--- src/rtl/s_block.sv ---
// Single-port memory slave: accepts one request at a time, pulses ack_out, and returns read data under a hold-until-taken handshake.
// Optional S_BLOCK_WAIT_EN inserts WAIT_CYC wait cycles between acceptance and acknowledge.
module s_block #(
    parameter int DATA_W   = 8,
    parameter int ADDR_W   = 2,
    parameter int WAIT_CYC = 2
) (
    input  logic              clk,
    input  logic              rst_n,
    input  logic              req,
    input  logic              c,
    input  logic [ADDR_W-1:0] addr,
    input  logic [DATA_W-1:0] wdata,
    input  logic              master_in,
    input  logic              data_read,
    output logic              ack_out,
    output logic [DATA_W-1:0] rdata,
    output logic              rdata_valid,
    output logic              master_out,
    output logic [1:0]        resp_stat
);

    // Handshake: req is sampled only in IDLE. ack_out is a one-cycle pulse.
    // rdata_valid stays high, with rdata stable, until data_read is seen in RDATA.
    localparam int DEPTH = 2 ** ADDR_W;

    // The encoding doubles as the resp_stat code, so the state is directly observable.
    typedef enum logic [1:0] {
        ST_IDLE  = 2'd0,
        ST_WAIT  = 2'd1,
        ST_ACK   = 2'd2,
        ST_RDATA = 2'd3
    } state_e;

    state_e              state_q, state_d;
    logic                cmd_q;
    logic                master_q;
    logic [ADDR_W-1:0]   addr_q;
    logic [DATA_W-1:0]   wdata_q;
    logic [DATA_W-1:0]   rdata_q;
    logic                ack_q;
    logic                valid_q;
    logic [DATA_W-1:0]   mem_q [DEPTH];

    logic                accept;
    logic                cur_cmd;
    logic [ADDR_W-1:0]   cur_addr;

`ifdef S_BLOCK_WAIT_EN
    localparam int CNT_W = (WAIT_CYC > 1) ? $clog2(WAIT_CYC) : 1;
    logic [CNT_W-1:0]    cnt_q, cnt_d;
`endif

    assign accept = (state_q == ST_IDLE) && req;

    // On the accepting edge the latches are not yet loaded, so use the live inputs.
    assign cur_cmd  = accept ? c    : cmd_q;
    assign cur_addr = accept ? addr : addr_q;

    always_comb begin
        state_d = state_q;
`ifdef S_BLOCK_WAIT_EN
        cnt_d   = cnt_q;
`endif
        case (state_q)
            ST_IDLE: begin
                if (req) begin
`ifdef S_BLOCK_WAIT_EN
                    if (WAIT_CYC == 0) begin
                        state_d = ST_ACK;
                    end else begin
                        state_d = ST_WAIT;
                        cnt_d   = CNT_W'(WAIT_CYC - 1);
                    end
`else
                    state_d = ST_ACK;
`endif
                end
            end
            ST_WAIT: begin
`ifdef S_BLOCK_WAIT_EN
                if (cnt_q == '0) begin
                    state_d = ST_ACK;
                end else begin
                    cnt_d = cnt_q - 1'b1;
                end
`else
                state_d = ST_IDLE;
`endif
            end
            ST_ACK: begin
                state_d = cmd_q ? ST_IDLE : ST_RDATA;
            end
            ST_RDATA: begin
                if (data_read) begin
                    state_d = ST_IDLE;
                end
            end
            default: begin
                state_d = ST_IDLE;
            end
        endcase
    end

    always_ff @(posedge clk) begin
        if (!rst_n) begin
            state_q  <= ST_IDLE;
            cmd_q    <= 1'b0;
            master_q <= 1'b0;
            addr_q   <= '0;
            wdata_q  <= '0;
            rdata_q  <= '0;
            ack_q    <= 1'b0;
            valid_q  <= 1'b0;
            for (int i = 0; i < DEPTH; i++) begin
                mem_q[i] <= '0;
            end
        end else begin
            state_q <= state_d;
            ack_q   <= (state_d == ST_ACK);
            valid_q <= (state_d == ST_RDATA);
            if (accept) begin
                cmd_q    <= c;
                addr_q   <= addr;
                wdata_q  <= wdata;
                master_q <= master_in;
            end
            // The write commits on the edge that leaves ACK.
            if (state_q == ST_ACK && cmd_q) begin
                mem_q[addr_q] <= wdata_q;
            end
            if (state_d == ST_ACK && !cur_cmd) begin
                rdata_q <= mem_q[cur_addr];
            end
        end
    end

`ifdef S_BLOCK_WAIT_EN
    always_ff @(posedge clk) begin
        if (!rst_n) begin
            cnt_q <= '0;
        end else begin
            cnt_q <= cnt_d;
        end
    end
`endif

    assign ack_out     = ack_q;
    assign rdata       = rdata_q;
    assign rdata_valid = valid_q;
    assign master_out  = master_q;
    assign resp_stat   = state_q;

endmodule
--- config.mk ---
export PLATFORM = sky130hd
export DESIGN_NAME = s_block
export DESIGN_NICKNAME = d
export VERILOG_FILES = /design/src/rtl/s_block.sv
export SDC_FILE = /design/constraint.sdc
export NUM_CORES = 1
export LEC_CHECK = 0
export CAP_MARGIN = 20
export CORE_ASPECT_RATIO = 1.25
export CORE_MARGIN = 2
export CORE_UTILIZATION = 58
export DETAILED_ROUTE_END_ITERATION = 8
export MAX_ROUTING_LAYER = met4
export PLACE_DENSITY_LB_ADDON = 0.05
export SLEW_MARGIN = 20
export SYNTH_ARGS = -nofsm -noshare
export SYNTH_HDL_FRONTEND = slang
export SYNTH_SLANG_ARGS = --single-unit
export TNS_END_PERCENT = 50
--- constraint.sdc ---
create_clock -name clk -period 5.4 [get_ports clk]
set_input_delay 1.35 -clock clk [delete_from_list [all_inputs] [get_ports clk]]
set_output_delay 1.35 -clock clk [all_outputs]
set_load 0.02 [all_outputs]
==> results.yml, run 1 <==
routing:
  wl_microns: 4089
  drc: 0
  drt-pass1-iter-count: 4
  routed_via_density: 5.336
  num_vias: 1494
  drtAntennaViolNets: 0
  drt_iter0_drc: 78
  wl_per_cell_microns: 14.60
clocking:
  cts-root-buf: "clkbuf_8"
  cts.clk_slew.worst_paths_ns: 0.09
  cts_htree_levels: 2
  cts_buffers: 5
  clk_latency_ns: 0.30
  cts_resized: 0
  cts_hold_buf: 0
  cts_buffer_depth: 2
  cts_sinks: 56
  cts_tree: "yes"
  cts_setup_buffers: 0
grt:
  grt_util_all_layers: 0.2154
  grt_max_degree: 24
  grt-ovfl-total: 0
  grt_antenna_before_repair: 0
  grt_pass1_wl_microns: 6755
  grt_pass1_vias: 1431
sta:
  maxSlewViolCount: 0
  setup_violations: 0
  max_freq_mhz: 278.0
  hold_violations: 0
  min_period_ns: 3.597
  slew_headroom: 0.3582
  rsz0062_at_grt: "false"
  fin_skew_ns: 0.003078
  fin_crit_sh: 0.6660
  finalSetupTns_ns: 0
  worst_pin_slew_ns: 0.9598
cells_and_area:
  final_cells: 280
  area_growth_pct: 16.58
  fin_nets: 241
  drive_gt1_frac: 0.04867
  insertedDiodeCount: 0
yosys:
  ys_types: 23
  synthTopCellsByArea: "edfxtp_1, dfxtp_1, and2_1, mux2i_1, nand2_1"
  synthFlopType: "edfxtp_1"
  syn_nets: 215
  synth_top_cell_area_share: 0.4107
  synthArstFlopShare: 0
  ys_seq_elements: 56
  yosys-top-cells-count: "and2_1, edfxtp_1, nand2_1"
  synthesis.area_sq_um: 2340
  yosysMostFrequentCell: "and2_1"
  yosysSeqAreaShare: 0.6160
  yosysTopAreaCell: "edfxtp_1"
  synth-edff-count: 32
  yosysWarnings: 0
  syn_inst: 199
  syn_area_per_cell_sq_um: 11.76
setup_path:
  cp_max_fo: 23
  crit_required_ns: 5.37
  start_kind: "input pin"
  crit_type: "input pin to flop"
  end_kind: "flop"
  cp.arrival_ns: 3.56
outcome:
  status: "finished, final reports clean"
power_and_ir_drop:
  p_per_area_nw_per_um2: 288.3
  irDropWorstVdd_mv: 0.2276
  p_leak_nw: 1.057
floorplanning:
  initial_core_util: 0.6131
  core-area_sq_um: 3816
  dieWidth_microns: 60.81
  row_count: 25
  die_h_microns: 75.01
  num_io_pins: 29
  die-area_sq_um: 4561
placed_design:
  dpl.hpwl_microns: 3084
  post-place-cells: 272
  gp_congestion: 0.9033
  io_buffers: 28
min_path:
  hold_path_class: "flop to flop"
job:
  max_cap_violations: 0
==> state kept, by name, summed over array words and instances (netlist names) <==
| register | flops |
|---|---|
| rdata | 8 |
| wdata_q | 8 |
| addr_q | 2 |
| master_out | 1 |
| resp_stat | 2 |
| cmd_q | 1 |
| ack_out | 1 |
| rdata_valid | 1 |
| mem_q | 32 |
==> critical path, cell delays in order <==
cell	delay [ns]
clkdlybuf4s50_1	0.93
nand3b_1	0.26
nor3_1	0.59
nand2b_1	0.43
==> worst paths after layout <==
| kind | start | end | slack (ns) | cells after the start |
|---|---|---|---|---|
| max | rst_n | mem_q[1][3]$_SDFFCE_PN0P_ | 1.80 | 4 |
| min | rdata[0]$_SDFFE_PN0P_ | rdata[0]$_SDFFE_PN0P_ | 0.47 | 1 |
| max reg2reg | resp_stat[0]$_SDFF_PN0_ | mem_q[1][3]$_SDFFCE_PN0P_ | 3.41 | 3 |
| min reg2reg | rdata[0]$_SDFFE_PN0P_ | rdata[0]$_SDFFE_PN0P_ | 0.47 | 1 |
==> per-stage QoR <==
stage / util / worst slack [ns] / hold WS (ns) / instance area (sq um) / power, mW
floorplan: - / 2.750 / 0.4515 / 2340 / 0.5465
finish: 0.7148 / 1.803 / 0.4686 / 2728 / 0.7865
CTS: 0.7148 / 1.812 / 0.4704 / 2728 / 0.7940
global route: 0.7148 / 1.527 / 0.4872 / 2728 / 0.8196
detailed placement: 0.6931 / 1.489 / 0.4494 / 2645 / 0.5848
global placement: 0.6931 / 1.675 / 0.4421 / 2645 / 0.5814
==> layout by cell type, fill, tap and decap left out, types with 4 or more instances in the layout <==
cell	n
a211o_1	8
a21boi_0	12
and2_1	33
clkbuf_8	5
clkdlybuf4s50_1	28
dfxtp_1	24
edfxtp_1	32
mux2i_1	16
nand2_1	27
nand2b_1	4
nor3_1	19
==> logic make-up (layout without fill, tap and decap cells) <==
family,count (synthesis),after routing,synth area share
AOI/OAI and AO/OA,24,24,0.08236
buffers and inverters,12,39,0.02460
DFF,56,56,0.6160
muxes,16,16,0.06845
and+or+nand+nor,91,91,0.2086
==> power breakdown <==
group / switching (mW) / leakage, nW / internal, mW
Clock: 0.124 / 0.0453 / 0.0883
Combinational: 0.0461 / 0.485 / 0.0407
Sequential: 0.0163 / 0.527 / 0.471
Total: 0.186 / 1.06 / 0.600
==> area by class of cell <==
| cell class | instances | area [sq um] |
|---|---|---|
| sequential | 56 | 1441 |
| fill | 298 | 1089 |
| multi-input combinational | 131 | 840.8 |
| timing repair buffer | 29 | 287.8 |
| clock buffer | 5 | 68.82 |
| tap | 54 | 67.56 |
| clock inverter | 3 | 13.76 |
| inverter | 2 | 7.507 |
==> per-layer routing <==
metal	track usage	up-vias	share of wire
li1	-	749	-
met1	0.2532	695	0.42
met2	0.3524	41	0.52
met3	0.05326	9	0.036
met4	0.08696	0	0.022
met5	-	-	0
(Power assumes the default switching activity.)
==> inputs of run 2 (changes only) <==
--- a/config.mk
+++ b/config.mk
@@ -8,7 +8,7 @@
 export CAP_MARGIN = 20
 export CORE_ASPECT_RATIO = 1.25
 export CORE_MARGIN = 2
-export CORE_UTILIZATION = 58
+export CORE_UTILIZATION = 49
 export DETAILED_ROUTE_END_ITERATION = 8
 export MAX_ROUTING_LAYER = met4
 export PLACE_DENSITY_LB_ADDON = 0.05
==> constraint.sdc (replaced) <==
create_clock -name clk -period 2.9 [get_ports clk]
set_input_delay 0.725 -clock clk [delete_from_list [all_inputs] [get_ports clk]]
set_output_delay 0.725 -clock clk [all_outputs]
set_load 0.02 [all_outputs]
==> run 2 against run 1 <==
Global-route usage fell by 1.8 points. Hold slack better by 0.0062 ns. Clock-buffer cell count did not move. Critical path depth fell by 3. Largest power group unchanged. Cell area increased by 3.3%. Register-to-register slack got worse by 2.2 ns. Highest routed layer unchanged. Critical path type is now flop to primary output. Clock skew grew 0.0074 ns. Sequential cell count did not move.
==> results.yml, run 2 (synthesis gave the netlist of run 1 again) <==
clocking:
  clk_latency_ns: 0.30
  cts-root-buf: "clkbuf_8"
  cts_resized: 0
  cts_buffers: 5
  cts_buffer_depth: 2
  cts_sinks: 56
  cts_tree: "yes"
  cts.clk_slew.worst_paths_ns: 0.10
  cts_hold_buf: 0
  cts_htree_levels: 2
  cts_setup_buffers: 0
setup_path:
  cp_top_family: "buffers and inverters"
  cp_num_cells: 1
  crit_type: "flop to primary output"
  cp_max_fo: 9
  path_cells: "clkdlybuf4s50_1"
  critPathBufInv: 1
  critPathMaxStageDelay_ns: 0.65
  cp.arrival_ns: 1.42
  start_kind: "flop"
  crit_required_ns: 2.17
  end_kind: "primary output"
  reg2regPathDepth: 3
  slowest_stage: "clkdlybuf4s50_1"
cells_and_area:
  insertedDiodeCount: 0
  top_register: "mem_q"
  layout_common_cells: "and2_1, edfxtp_1, clkdlybuf4s50_1"
  drive_gt1_frac: 0.08155
  mostFrequentLayoutCell: "and2_1"
  largest_reg_flops: 32
  fillers: 385
  design_area_sq_um: 2816
  fin_nets: 248
  area_growth_pct: 20.37
placed_design:
  postPlaceCellArea_sq_um: 2705
  io_buffers: 28
  dpl.hpwl_microns: 3419
  gp_congestion: 0.7850
outcome:
  status: "finished, final reports clean"
sta:
  fin_crit_sh: 0.7399
  rsz0062_at_grt: "false"
  max_freq_mhz: 466.1
  hold_violations: 0
  min_period_ns: 2.146
  fin_skew_ns: 0.01049
  finalSetupTns_ns: 0
  maxSlewViolCount: 0
  setup_violations: 0
  worst_pin_slew_ns: 0.8067
  slew_headroom: 0.4586
floorplanning:
  dieWidth_microns: 65.81
  row_count: 28
  core-area_sq_um: 4659
  initial_core_util: 0.5021
  num_io_pins: 29
  die_h_microns: 81.26
  die-area_sq_um: 5347
job:
  max_cap_violations: 0
routing:
  drt-pass1-iter-count: 4
  wl_microns: 4494
  drtAntennaViolNets: 0
  drt_iter0_drc: 48
  wl_per_cell_microns: 15.34
  num_vias: 1561
  routed_via_density: 5.328
  drc: 0
grt:
  grt_pass1_wl_microns: 7583
  busiest_layer: "met2"
  grt_util_all_layers: 0.1978
  grt-ovfl-total: 0
  met2_usage: 0.3545
  grt_pass1_vias: 1588
  met3_usage: 0.04294
  grt_max_degree: 23
  use_met1: 0.2175
  grt_antenna_before_repair: 0
min_path:
  hold_path_class: "flop to flop"
  hold_depth: 1
power_and_ir_drop:
  p_per_area_nw_per_um2: 558.9
  irDropWorstVdd_mv: 0.4059
  p_leak_nw: 1.101
## run 2: changes by cell type in the layout (fill, tap and decap cells not counted)
| cell | change |
|---|---|
| o21ai_0 | +1 |
| buf_4 | +7 |
| clkinvlp_4 | +1 |
| clkinv_1 | -1 |
| bufinv_16 | +1 |
| o21ai_1 | -1 |
| clkinv_2 | -1 |
## run 2: final cells by class
type,count,area [sq um],share of cell area
multi-input combinational,131,840.8,0.2985
clock buffer,5,68.82,0.02443
sequential,56,1441,0.5118
tap,60,75.07,0.02665
timing repair buffer,36,340.3,0.1208
inverter,2,7.507,0.002665
clock inverter,3,42.54,0.01510
## run 2: final timing paths
| path | from | end | slack [ns] |
|---|---|---|---|
| worst max register to register | resp_stat[1]$_SDFF_PN0_ | mem_q[1][4]$_SDFFCE_PN0P_ | 1.20 |
| worst min-delay path | rdata[0]$_SDFFE_PN0P_ | rdata[0]$_SDFFE_PN0P_ | 0.47 |
| worst max-delay path | resp_stat[0]$_SDFF_PN0_ | resp_stat[0] | 0.75 |
| worst min register to register | rdata[0]$_SDFFE_PN0P_ | rdata[0]$_SDFFE_PN0P_ | 0.47 |
## run 2: per-layer routing
layer	wire length, microns	up-vias
met5	0	-
li1	-	768
met3	174	6
met2	2397	38
met1	1872	749
met4	48	0
## run 2: per-stage QoR
stage | hold slack, ns | instances | total power [mW] | setup slack, ns | util
floorplan | 0.4515 | 199 | 1.018 | 0.8750 | -
global placement | 0.4469 | 285 | 1.090 | 0.5468 | 0.5806
detailed placement | 0.4545 | 285 | 1.097 | 0.5162 | 0.5806
CTS | 0.4803 | 293 | 1.588 | 0.7411 | 0.6045
global route | 0.5038 | 293 | 1.633 | 0.6808 | 0.6045
finish | 0.4747 | 293 | 1.574 | 0.7543 | 0.6045
## run 2: where the power goes
part	switching [mW]	total [mW]	leakage (nW)	internal [mW]
Clock	0.242	0.498	0.0541	0.256
Sequential	0.0287	0.906	0.527	0.877
Combinational	0.0910	0.171	0.520	0.0795
Total	0.362	1.57	1.10	1.21
==> inputs of run 3 (changes only) <==
==> constraint.sdc (replaced) <==
create_clock -name clk -period 1.9 [get_ports clk]
set_input_delay 0.475 -clock clk [delete_from_list [all_inputs] [get_ports clk]]
set_output_delay 0.475 -clock clk [all_outputs]
set_load 0.02 [all_outputs]
==> run 3 against run 2 <==
Core utilization grew 1.2 points. Hold slack lost 0.0027 ns. Cell area grew 2.0%. Total power grew 45%. Sequential cell count is the same. Cell count grew 2.0%. Register-to-register slack lost 0.94 ns. Critical endpoint is now rdata[4]$_SDFFE_PN0P_.
==> results.yml, run 3 (synthesis gave the netlist of run 1 again) <==
sta:
  fin_skew_ns: 0.01082
  min_period_ns: 1.814
  rsz0062_at_grt: "false"
  maxSlewViolCount: 0
  setup_violations: 0
  fin_crit_sh: 0.9550
  max_freq_mhz: 551.1
  finalSetupTns_ns: 0
  slew_headroom: 0.7773
  worst_pin_slew_ns: 0.3334
  hold_violations: 0
min_path:
  hold_path_class: "flop to flop"
  min_from: "rdata[2]$_SDFFE_PN0P_"
cells_and_area:
  insertedDiodeCount: 0
  final_util: 0.6168
  area_growth_pct: 22.83
  final_cells: 299
  largest_reg_flops: 32
  fin_nets: 254
  drive_gt1_frac: 0.09623
  mostFrequentLayoutCell: "and2_1"
  layout_common_cells: "and2_1, edfxtp_1, nand2_1"
  top_register: "mem_q"
floorplanning:
  initial_core_util: 0.5021
  dieWidth_microns: 65.81
  row_count: 28
  die_h_microns: 81.26
  core-area_sq_um: 4659
  die-area_sq_um: 5347
  num_io_pins: 29
setup_path:
  cp_max_fo: 16
  start_kind: "input pin"
  crit_start: "req"
  cp.arrival_ns: 2.07
  r2r-start: "resp_stat[1]$_SDFF_PN0_"
  crit_required_ns: 2.16
  crit_type: "input pin to flop"
  end_kind: "flop"
clocking:
  cts_buffers: 5
  cts-root-buf: "clkbuf_8"
  cts_hold_buf: 0
  cts_sinks: 56
  cts_tree: "yes"
  clk_latency_ns: 0.30
  cts_setup_buffers: 0
  cts.clk_slew.worst_paths_ns: 0.09
  cts_buffer_depth: 2
  cts_htree_levels: 2
power_and_ir_drop:
  power_frac_comb: 0.123
  p_int_mw: 1.740
  p_total_mw: 2.283
  p_sw_frac: 0.2377
  irDropWorstVdd_mv: 0.5181
  clockPowerShare: 0.271
  p_sw_uw: 542.6
  power.share.sequential: 0.606
  p_leak_nw: 1.152
  p_per_area_nw_per_um2: 794.2
routing:
  routed_via_density: 5.304
  drtAntennaViolNets: 0
  drt-pass1-iter-count: 4
  wl_microns: 4457
  drt_iter0_drc: 72
  drc: 0
  wl_per_cell_microns: 14.91
  num_vias: 1586
placed_design:
  post-place-cells: 291
  gp_congestion: 0.8218
  dpl.hpwl_microns: 3327
  io_buffers: 28
grt:
  grt-ovfl-total: 0
  grt_util_all_layers: 0.1941
  grt_pass1_wl_microns: 7458
  grt_max_degree: 23
  grt_pass1_vias: 1568
  grt_antenna_before_repair: 0
outcome:
  status: "finished, final reports clean"
job:
  max_cap_violations: 0
==> run 3: final cells by class <==
cell class,count,area (sq um)
Multi-Input combinational cell,131,840.8
Clock buffer,7,76.32
Inverter,2,7.507
Clock inverter,1,8.758
Tap cell,60,75.07
Timing Repair Buffer,42,424.2
Sequential cell,56,1441
Fill cell,378,1785
==> run 3: worst max-delay path: stages <==
cell             delay, ns
clkdlybuf4s50_1       0.48
or4b_1                0.51
buf_4                 0.22
nor3_1                0.24
a211o_1               0.14
==> run 3: timing repair <==
action	CTS	global route
resized for setup	1	1
endpoints found under the hold margin	0	0
endpoints found under the setup margin	1	1
==> run 3: through the flow <==
step / worst slack, ns / hold slack (ns) / cell area (sq um)
final: 0.08553 / 0.4720 / 2874
after global routing: 0.02883 / 0.5029 / 2874
after CTS: 0.0002187 / 0.4747 / 2872
after detailed placement: -0.2280 / 0.4554 / 2788
after global placement: -0.1582 / 0.4487 / 2788
after floorplan: 0.1250 / 0.4515 / 2340
==> run 3: power by group through the flow <==
| stage | clock network, mW | logic [mW] | registers [mW] |
|---|---|---|---|
| after floorplan | 0 | 0.133 | 1.42 |
| after global placement | 0 | 0.278 | 1.41 |
| after detailed placement | 0 | 0.285 | 1.41 |
| after CTS | 0.632 | 0.284 | 1.38 |
| after global routing | 0.685 | 0.306 | 1.39 |
| final | 0.620 | 0.281 | 1.38 |
==> run 3: final timing paths <==
kind,endpoint,slack [ns],depth (start not counted)
min reg2reg,rdata[2]$_SDFFE_PN0P_,0.47,1
max,rdata[4]$_SDFFE_PN0P_,0.09,5
max reg2reg,rdata[4]$_SDFFE_PN0P_,0.26,4
min,rdata[2]$_SDFFE_PN0P_,0.47,1
==> run 3: routing by layer <==
| layer | global-route usage | part of all wire | up-vias |
|---|---|---|---|
| met5 | - | 0 | - |
| met4 | 0.08750 | 0.032 | 0 |
| met3 | 0.03463 | 0.038 | 14 |
| met2 | 0.3263 | 0.52 | 45 |
| met1 | 0.2262 | 0.41 | 746 |
| li1 | - | - | 781 |
